$ cat src/rtl/timer_dev.sv
// Memory-mapped countdown timer with CTRL/PRESET/COUNT registers.
// It runs one-shot (held interrupt) or auto-reload (one-cycle interrupt pulse).
module timer_dev (
    input  logic        clk,
    input  logic        reset,
    input  logic        sel,
    input  logic [3:0]  addr,
    input  logic        we,
    input  logic [3:0]  byteen,
    input  logic [31:0] wdata,
    output logic [31:0] rdata,
    output logic        irq
);
    typedef enum logic [1:0] {S_IDLE, S_LOAD, S_CNT, S_INT} state_e;

    localparam logic [1:0] A_CTRL      = 2'd0;
    localparam logic [1:0] A_PRESET    = 2'd1;
    localparam logic [1:0] A_COUNT     = 2'd2;
    localparam logic [1:0] MODE_RELOAD = 2'd1;

    state_e      state_q, state_d;
    logic        en_q, en_d;
    logic [1:0]  mode_q, mode_d;
    logic        im_q, im_d;
    logic [31:0] preset_q, preset_d;
    logic [31:0] count_q, count_d;
    logic        irq_flag_q, irq_flag_d;

    logic ctrl_wr, preset_wr, auto_reload, count_le1;
    logic do_load, do_dec, do_expire, do_clr_en, do_clr_flag;
    logic unused_addr;

    assign ctrl_wr     = sel & we & (addr[3:2] == A_CTRL);
    assign preset_wr   = sel & we & (addr[3:2] == A_PRESET);
    assign auto_reload = (mode_q == MODE_RELOAD);
    assign count_le1   = (count_q <= 32'd1);
    assign unused_addr = ^addr[1:0];

    // NOTE: sequential state uses non-blocking assignments so every register
    // samples pre-edge values, independent of statement order.
    always_ff @(posedge clk) begin
        if (!reset) begin
            state_q <= S_IDLE;
        end else begin
            state_q <= state_d;
        end
    end

    // NOTE: every combinational output gets a default first, so no path
    // through the block leaves a signal unassigned and infers a latch.
    always_comb begin
        state_d = state_q;
        case (state_q)
            S_IDLE:  if (en_q) state_d = S_LOAD;
            S_LOAD:  state_d = S_CNT;
            S_CNT: begin
                if (!en_q)          state_d = S_IDLE;
                else if (count_le1) state_d = S_INT;
            end
            S_INT:   state_d = auto_reload ? S_LOAD : S_IDLE;
            default: state_d = S_IDLE;
        endcase
    end

    always_comb begin
        do_load     = 1'b0;
        do_dec      = 1'b0;
        do_expire   = 1'b0;
        do_clr_en   = 1'b0;
        do_clr_flag = 1'b0;
        case (state_q)
            S_LOAD: do_load = 1'b1;
            S_CNT: begin
                if (en_q) begin
                    if (count_le1) do_expire = 1'b1;
                    else           do_dec    = 1'b1;
                end
            end
            S_INT: begin
                if (auto_reload) do_clr_flag = 1'b1;
                else             do_clr_en   = 1'b1;
            end
            default: ;
        endcase
    end

    // CPU writes are applied after FSM effects so they win on the same edge.
    always_comb begin
        en_d       = en_q;
        mode_d     = mode_q;
        im_d       = im_q;
        preset_d   = preset_q;
        count_d    = count_q;
        irq_flag_d = irq_flag_q;

        if (do_clr_en) en_d = 1'b0;
        if (ctrl_wr && byteen[0]) begin
            en_d   = wdata[0];
            mode_d = wdata[2:1];
            im_d   = wdata[3];
        end

        if (preset_wr) begin
            for (int i = 0; i < 4; i++) begin
                if (byteen[i]) preset_d[8*i +: 8] = wdata[8*i +: 8];
            end
        end

        if (do_load)        count_d = preset_q;
        else if (do_dec)    count_d = count_q - 32'd1;
        else if (do_expire) count_d = '0;

        if (do_expire)        irq_flag_d = 1'b1;
        else if (do_clr_flag) irq_flag_d = 1'b0;
        if (ctrl_wr || preset_wr) irq_flag_d = 1'b0;
    end

    always_ff @(posedge clk) begin
        if (!reset) begin
            en_q       <= 1'b0;
            mode_q     <= 2'd0;
            im_q       <= 1'b0;
            preset_q   <= '0;
            count_q    <= '0;
            irq_flag_q <= 1'b0;
        end else begin
            en_q       <= en_d;
            mode_q     <= mode_d;
            im_q       <= im_d;
            preset_q   <= preset_d;
            count_q    <= count_d;
            irq_flag_q <= irq_flag_d;
        end
    end

    always_comb begin
        rdata = '0;
        case (addr[3:2])
            A_CTRL:   rdata = {28'd0, im_q, mode_q, en_q};
            A_PRESET: rdata = preset_q;
            A_COUNT:  rdata = count_q;
            default:  rdata = '0;
        endcase
    end

    assign irq = irq_flag_q & im_q;

endmodule

$ cat config.mk
export PLATFORM = sky130hd
export DESIGN_NAME = timer_dev
export DESIGN_NICKNAME = d
export VERILOG_FILES = /design/src/rtl/timer_dev.sv
export SDC_FILE = /design/constraint.sdc
export NUM_CORES = 1
export LEC_CHECK = 0
export ABC_CLOCK_PERIOD_IN_PS = 7600
export CAP_MARGIN = 20
export CORE_MARGIN = 5
export CORE_UTILIZATION = 45
export CTS_CLUSTER_SIZE = 24
export DETAILED_ROUTE_END_ITERATION = 16
export PLACE_DENSITY = 0.71
export SETUP_SLACK_MARGIN = 0.15
export SYNTH_ARGS = -nofsm -noshare
export SYNTH_HDL_FRONTEND = slang
export SYNTH_SLANG_ARGS = --single-unit
$ cat constraint.sdc
create_clock -name clk -period 7.6 [get_ports clk]
set_input_delay 1.52 -clock clk [delete_from_list [all_inputs] [get_ports clk]]
set_output_delay 1.52 -clock clk [all_outputs]
set_load 0.02 [all_outputs]
==> key figures <==
Run status
  – Outcome: complete, no violations

STA
  – Fin. Hold Viols: 0
  – Clk_skew: 0.00859 ns
  – Worst-Margin Slew: 1.11 ns
  – Final Max Tran Viols: 0
  – Period minus WS final: 5.49 ns
  – Number of setup violations in the final report: 0
  – Final Hold Slack: 0.485 ns
  – RSZ-0062 raised after global routing: false
  – Max_slew headroom: between 20 and 25%
  – FMAX: between 0.15 and 0.2 GHz
  – Fin crit share: 72.2%
  – Setup TNS Final: 0 ns

Clock network
  – Worst-Skew Late Latency: 0.35 ns
  – CTS buffer count: 9
  – Htree depth: 3
  – Post_cts resized: 0
  – CTS Buffer Depth: 2
  – Worst-path clk slew: 0.07 ns
  – CTS Root Cell: clkbuf_8
  – Clk sinks: 71
  – Cts hold-fix bufs: 0
  – CTS tree: done
  – Post-CTS setup buffers: 0

Global routing
  – First-pass GRT wire length: 19600 um
  – Largest net degree at the start of global routing: 68
  – Total Routing Usage GR: 22.0%
  – Grt total ovfl: 0
  – Number of global-route vias before repair: 3770
  – Initial antenna violation count: 0

Die
  – DIE WIDTH: 104 um
  – Die Y: roughly 100 um
  – Initial Util: 46.1%
  – # IOs: a little under 80
  – Placeable Area: 0.00868 mm2
  – Std-Cell Rows: 34
  – Die area: roughly 0.011 mm2

Placement
  – Cell total after placement: 662
  – GP Congestion: between 0.9 and 1
  – IO Port Bufs: 74
  – Detailed placement HPWL: 8520 um

Power and ir drop
  – Worst vdd ir: approximately 85 uV
  – Leak pwr: 1.93 nW
  – Cell Pwr Density: 156 mW/mm2
  – Design Power: around 0.78 mW

Setup path
  – Crit Path Class: in2out
  – Cell at the slowest stage of the critical path: clkdlybuf4s50_1
  – Worst r2r src: count_q[8]
  – CP Capture Type: output pin
  – Buf/Inv on CP: 3
  – Worst Path Max Fanout: 18
  – Cell Chain, Critical Path: clkdlybuf4s50_1 -> nor2b_2 -> buf_4 -> a22o_1 -> clkdlybuf4s50_1
  – CP arrival: 3.97 ns
  – Crit path top cell by count: clkdlybuf4s50_1
  – R2r worst-path depth: 6
  – Critical Path Stages: 5
  – Reg-to-Reg End: count_q[14]
  – CP required: just over 6 ns
  – Crit path launch type: primary input
  – Largest stage delay, worst path: 0.72 ns
  – Critical path's top delay family: buffers and inverters
  – FF-to-FF setup slack: about 3.8 ns

Route
  – Vias/cell: 5.97
  – Routed WL per cell: 17.8 um
  – Post-Route WL: roughly 12000 um
  – DRT antenna net count: 0
  – DRC: 0
  – DRT iter0 DRCs: 357
  – Vias: 4051
  – Drt first pass iters: 5

Min path
  – Hold Crit Class: reg2reg
  – Hold path depth: 2
  – Hold path start: preset_q[9]
  – Worst Hold End: preset_q[9]

Logic synthesis
  – Area share of the largest cell type after synthesis: 35.5%
  – Post-Syn Nets: 563
  – Syn. warnings: 0
  – Synth async-reset ratio: 0%
  – Synth unique cells: 50
  – Mapped Area: 0.00400 mm2
  – Sequential area share after synthesis: 35.5%
  – #FFs+latches synth: 71
  – Synth Area per Inst: 7.74 um2
  – Largest cells by area after synthesis: dfxtp_1, nand2_1, a22o_1
  – Post-synth top area cell: dfxtp_1
  – Cells after Synth: 517
  – EDFF count, synth: 0
  – Synth Flop Type: dfxtp_1

Final layout
  – Nets: 611
  – Layout cells sized above 1: approximately 5.3%
  – Post-layout util: 57.3%
  – Commonest non-fill, non-tap cell in the layout: nand2_1
  – Area growth, synth to finish: 24.3%
  – Ant diodes: 0
  – Commonest non-fill, non-tap cells in the layout: nand2_1, clkdlybuf4s50_1, dfxtp_1
  – Non-filler cells in the finished layout: 678
  – Filler cell count: 866

Run
  – Max Cap Viol: 0
## report_power, final
| part | internal [mW] | switching, mW |
|---|---|---|
| sequential | 0.374 | 0.00306 |
| combinational | 0.0310 | 0.0299 |
| clock | 0.185 | 0.153 |
| total | 0.590 | 0.186 |
## kinds of logic after synthesis
logic type	share of synthesized area, %
muxes	2.00
and+or+nand+nor	27.7
xor gates and xnor gates	3.28
DFF	35.5
buffers and inverters	4.82
adders and majority gates	0.625
AOI/OAI and AO/OA	26.1
## registers in the layout (all words and copies together) (netlist names)
register,cells
state_q,2
en_q,1
count_q,32
preset_q,32
irq_flag_q,1
mode_q,2
im_q,1
## worst min-delay path, cell delays in order (launching register included)
cell      delay, ns
dfxtp_1        0.33
nand2_1        0.05
a21boi_0       0.06
## area by class of cell
class | count | area (um2) | share of cell area (%)
Sequential cell | 71 | 1420 | 28.6
Inverter | 4 | 15.0 | 0.302
Clock inverter | 7 | 96.3 | 1.94
Timing Repair Buffer | 81 | 788 | 15.9
Multi-Input combinational cell | 398 | 2390 | 48.1
Tap cell | 108 | 135 | 2.72
Clock buffer | 9 | 124 | 2.49
## how the worst max path moves through the flow
stage,start,end,slack [ns]
floorplan,addr[3],rdata[10],3.26
global placement,addr[3],rdata[13],2.13
detailed placement,addr[3],rdata[13],2.11
CTS,addr[3],rdata[13],2.11
global route,addr[3],rdata[12],2.03
finish,addr[3],rdata[14],2.11
## cells in the mapped netlist, types with 8 or more instances
master / count
nand2_1: 96
dfxtp_1: 71
nand3_1: 52
clkbuf_1: 38
a21boi_0: 34
a22o_1: 30
o21ai_0: 22
nor3_1: 15
nor2_1: 14
nor4_1: 13
a22oi_1: 8
mux2i_1: 8
xnor2_1: 8
## layer usage
layer  up-vias  share of wire, %  GRT usage, %
met5         -                 0             0
met4         0               1.5          7.49
met3        15               9.0          4.47
met2       169                45          33.9
met1      1894                45          30.6
li1       1973                 -             -
## through the flow
step,instance area (um2),setup slack [ns]
floorplan,4000,3.26
global placement,4750,2.13
detailed placement,4750,2.11
CTS,4970,2.11
global route,4970,2.03
finish,4970,2.11
(Power assumes the default switching activity.)
